===== config.mk =====
export PLATFORM = sky130hd
export DESIGN_NAME = result_chan
export DESIGN_NICKNAME = d
export VERILOG_FILES = /design/src/rtl/result_checker_pkg.sv /design/src/rtl/result_chan.sv
export SDC_FILE = /design/constraint.sdc
export NUM_CORES = 1
export LEC_CHECK = 0
export ABC_AREA = 1
export ABC_CLOCK_PERIOD_IN_PS = 1100
export BUFFER_PORTS_ARGS = -buffer_cell sky130_fd_sc_hd__buf_2
export CAP_MARGIN = 40
export CORE_MARGIN = 8
export CORE_UTILIZATION = 25
export CTS_CLUSTER_SIZE = 30
export DETAILED_ROUTE_END_ITERATION = 10
export PLACE_DENSITY_LB_ADDON = 0.05
export SLEW_MARGIN = 20
export SYNTH_ARGS = -nofsm -noshare
export SYNTH_HDL_FRONTEND = slang
export SYNTH_SLANG_ARGS = --single-unit

===== constraint.sdc =====
create_clock -name ph2 -period 1.1 [get_ports ph2]
set_input_delay 0.165 -clock ph2 [delete_from_list [all_inputs] [get_ports ph2]]
set_output_delay 0.165 -clock ph2 [all_outputs]
set_load 0.02 [all_outputs]

===== src/rtl/result_checker_pkg.sv =====
// Shared types for the result checker: controller states and compare-mode encodings.
package result_checker_pkg;

    typedef enum logic [1:0] {
        ST_IDLE = 2'd0,
        ST_RUN  = 2'd1,
        ST_EVAL = 2'd2,
        ST_DONE = 2'd3
    } state_t;

    localparam logic MODE_LAST  = 1'b0;
    localparam logic MODE_FIRST = 1'b1;

endpackage


===== src/rtl/result_chan.sv =====
// One watched channel: latched address/expect/enable, write capture, seen flag and verdict.
module result_chan
    import result_checker_pkg::*;
#(
    parameter int ADDR_W = 16,
    parameter int DATA_W = 8
) (
    input  logic              ph2,
    input  logic              resetb,
    input  logic              i_load,
    input  logic              i_run,
    input  logic              i_eval,
    input  logic              i_mode,
    input  logic              i_en,
    input  logic [ADDR_W-1:0] i_addr,
    input  logic [DATA_W-1:0] i_expect,
    input  logic              i_mem_we,
    input  logic [ADDR_W-1:0] i_mem_addr,
    input  logic [DATA_W-1:0] i_mem_wdata,
    output logic              o_en,
    output logic              o_seen,
    output logic              o_seen_next,
    output logic [DATA_W-1:0] o_data,
    output logic              o_fail_next,
    output logic              o_fail
);

    logic              r_en;
    logic [ADDR_W-1:0] r_addr;
    logic [DATA_W-1:0] r_expect;
    logic [DATA_W-1:0] r_data;
    logic              r_seen;
    logic              r_fail;

    logic w_hit;
    logic w_cap;

    assign w_hit = i_run & r_en & i_mem_we & (i_mem_addr == r_addr);
    // FIRST mode freezes the capture once the channel has been seen
    assign w_cap = w_hit & ((i_mode == MODE_LAST) | ~r_seen);

    always_ff @(posedge ph2) begin
        if (!resetb) begin
            r_en     <= 1'b0;
            r_addr   <= '0;
            r_expect <= '0;
            r_data   <= '0;
            r_seen   <= 1'b0;
            r_fail   <= 1'b0;
        end else if (i_load) begin
            r_en     <= i_en;
            r_addr   <= i_addr;
            r_expect <= i_expect;
            r_data   <= '0;
            r_seen   <= 1'b0;
            r_fail   <= 1'b0;
        end else begin
            if (w_cap) begin
                r_data <= i_mem_wdata;
                r_seen <= 1'b1;
            end
            if (i_eval) begin
                r_fail <= o_fail_next;
            end
        end
    end

    assign o_en        = r_en;
    assign o_seen      = r_seen;
    assign o_seen_next = r_seen | w_hit;
    assign o_data      = r_data;
    assign o_fail_next = r_en & (~r_seen | (r_data != r_expect));
    assign o_fail      = r_fail;

endmodule


==> flow_metrics.env <==
export IMPL_status="finished, violations left"
export IMPL_violations="negative setup slack"
export IMPL_rr_worst_depth=12
export IMPL_core_um2=6719
export IMPL_final_hold_viol_count=0
export IMPL_fillerInstances=736
export IMPL_cts_tree="yes"
export IMPL_grtUsageTotal_pct=11.04
export IMPL_worst_pin_slew_ns=0.2077
export IMPL_cap_viol_max_count=0
export IMPL_fin_nets=415
export IMPL_detail_route_iter0_violations=39
export IMPL_die_h_um=99.02
export IMPL_port_buffers=68
export IMPL_finish_cell_count_without_fillers=440
export IMPL_place_hpwl_um=4133
export IMPL_place_congestion=0.7077
export IMPL_critical_path_class="reg2out"
export IMPL_postLayoutCoreUtil_pct=39.29
export IMPL_clock_insertion_delay_worst_skew_ns=0.29
export IMPL_dr_total_vias=1838
export IMPL_drt_drc_violations_left=0
export IMPL_finalSetupViolCount=12
export IMPL_worst_path_max_fanout=2
export IMPL_cts_root_buffer="clkbuf_8"
export IMPL_finalClockSkew_ns=0.005005
export IMPL_die_area_um2=9804
export IMPL_synth_warning_count=0
export IMPL_drtPass1Iterations=4
export IMPL_antenna_diode_count=0
export IMPL_crit_reg2reg_launch="r_addr[6]"
export IMPL_finalWirelength_um=5328
export IMPL_detail_route_antenna_nets=0
export IMPL_maximum_number_of_pins_on_one_net_before_global_route_repair=21
export IMPL_final_layout_size_suffix_gt1_share_pct=44.17
export IMPL_power_density_nw_per_um2=1104
export IMPL_launch_point_of_the_worst_path="r_addr[3]"
export IMPL_synthesis_instances=258
export IMPL_synthDistinctLibCells=19
export IMPL_synth_seq_cells=35
export IMPL_hold_class="in2reg"
export IMPL_clock_fmax_ghz=0.6341
export IMPL_irDropWorstVdd_v=0.0005319
export IMPL_tritoncts_num_sinks=35
export IMPL_fin_ws_ns=-0.4770
export IMPL_synth_yosys_seq_area_share_pct=40.67
export IMPL_post_route_min_period_ns=1.577
export IMPL_synth_cell_area_um2=1723
export IMPL_drt_vias_per_instance=4.177
export IMPL_dpl_cell_count=423
export IMPL_grt_remaining_overflow=0
export IMPL_wl_per_cell_um=12.11
export IMPL_clk_path_buf_depth=2
export IMPL_h_tree_depth=2
export IMPL_cp_required_ns=0.94
export IMPL_synthesis_nets=314
export IMPL_regToRegEndpoint="o_data[5]"
export IMPL_clkSlewWorstSetupHoldPaths_ns=0.07
export IMPL_synthesized_area_per_cell_um2=6.678
export IMPL_grt_antenna_before_repair=0
export IMPL_crit_path_end_kind="output port"
export IMPL_grt_pass1_vias=1901
export IMPL_starting_density_pct=25.64
export IMPL_first_pass_grt_wire_length_um=8673
export IMPL_share_of_the_clock_period_used_by_the_worst_path_pct=143.4
export IMPL_worst_ep_arrival_ns=1.41
export IMPL_setup_repair_after_global_routing_missed_its_margin="true"
export IMPL_floorplan_die_width_um=99.02
export IMPL_static_leakage_power_uw=0.001309
export IMPL_timing_slew_headroom_pct=86.01
export IMPL_tritoncts_num_buffers=5
export IMPL_fp_row_count=30
export IMPL_setup_reg_to_reg_worst_slack_ns=-0.42
export IMPL_synthToLayoutAreaGrowth_pct=53.23
export IMPL_report_final_slew_viol_count=0
export IMPL_design_portCount=69
export IMPL_critical_path_startpoint_type="register"
export IMPL_worstSetupEndpoint="o_seen_next"
[logic make-up after synthesis]
family | Yosys count | share of synthesized area, %
compound gates | 39 | 12.06
simple gates | 132 | 32.75
xor+xnor | 11 | 5.592
buf+inv | 41 | 8.933
flops | 35 | 40.67
[stage by stage]
step / setup slack, ns / instance area, um^2 / hold WS [ns] / setup TNS [ns] / power, uW
global route: -0.6194 / 2640 / 0.07690 / -5.905 / 3096
CTS: -0.5069 / 2562 / 0.05915 / -4.098 / 2951
finish: -0.4770 / 2640 / 0.07324 / -4.306 / 2916
floorplan: -0.1047 / 1763 / 0.2585 / -0.7833 / 1629
detailed placement: -0.3548 / 2382 / 0.3638 / -3.458 / 1865
global placement: -0.3449 / 2382 / 0.3626 / -3.297 / 1862
[area by class of cell]
type	count	area (um^2)	share of cell area (%)
Tap cell	80	100.1	3.791
Multi-Input combinational cell	182	932.1	35.31
Sequential cell	35	733.2	27.77
Timing Repair Buffer	101	641.9	24.31
Inverter	34	132.6	5.024
Clock buffer	8	100.1	3.791
[where the power goes]
group	total, uW	switching [uW]	leakage, uW	internal, uW
Combinational	516	256	0.000961	260
Sequential	1370	40.2	0.000297	1330
Clock	1030	460	0.0000515	572
[timing repair]
item	in CTS	in global routing
setup buffers	6	3
resized for setup	16	20
pin swaps	11	18
endpoints found under the hold margin	0	0
hold buffers	0	0
setup endpoints to repair	13	15
[metal layers]
metal	share of wire (%)	vias to the layer above	global-route usage (%)
met3	5.4	6	3.453
met5	0	-	0
met2	46	45	18.14
met1	47	789	13.29
li1	-	998	-
met4	1.1	0	3.542
[layout by cell type (no fill, tap or decap), types with 7 or more instances in the layout]
cell and n:
inv_1 27, xnor2_1 8, nor2_1 59, dfxtp_1 17
dfxtp_2 14, nor2_2 7, clkbuf_8 7, buf_4 30
o21ai_0 26, nand2_1 44, buf_2 64, a21oi_1 7
[state kept, by name, indices dropped and copies added, names as in the netlist]
name and flops:
o_en 1, o_seen 1, r_addr 16, o_data 8, o_fail 1, r_expect 8
[cell usage after synthesis]
master	instances	area, um^2
a21boi_0	1	7.510
a21oi_1	9	45.04
clkbuf_1	7	26.28
dfxtp_1	35	700.7
inv_1	34	127.6
nand2_1	49	183.9
nand3_1	3	15.01
nand3_2	1	10.01
nand4_1	5	31.28
nand4_2	1	12.51
nor2_1	62	232.7
nor2_2	7	43.79
nor2_4	2	22.52
o2111ai_1	2	17.52
o211ai_1	1	7.510
o21ai_0	26	130.1
or2_2	2	12.51
xnor2_1	8	70.07
xor2_1	3	26.28
[worst min-delay path by stage]
stage / slack (ns) / depth (start not counted) / start / endpoint
finish: 0.07 / 2 / i_eval / o_fail
global route: 0.08 / 2 / i_eval / o_fail
CTS: 0.06 / 2 / i_eval / o_fail
detailed placement: 0.36 / 2 / i_eval / o_fail
global placement: 0.36 / 2 / i_eval / o_fail
floorplan: 0.26 / 1 / i_eval / o_fail
[critical path: stages (launching register included)]
cell     delay (ns)
dfxtp_2        0.32
xor2_1         0.14
nor2_2         0.17
inv_1          0.07
nor2_2         0.13
nand3_2        0.10
nand2_2        0.07
buf_6          0.11
(Power assumes the default switching activity.)
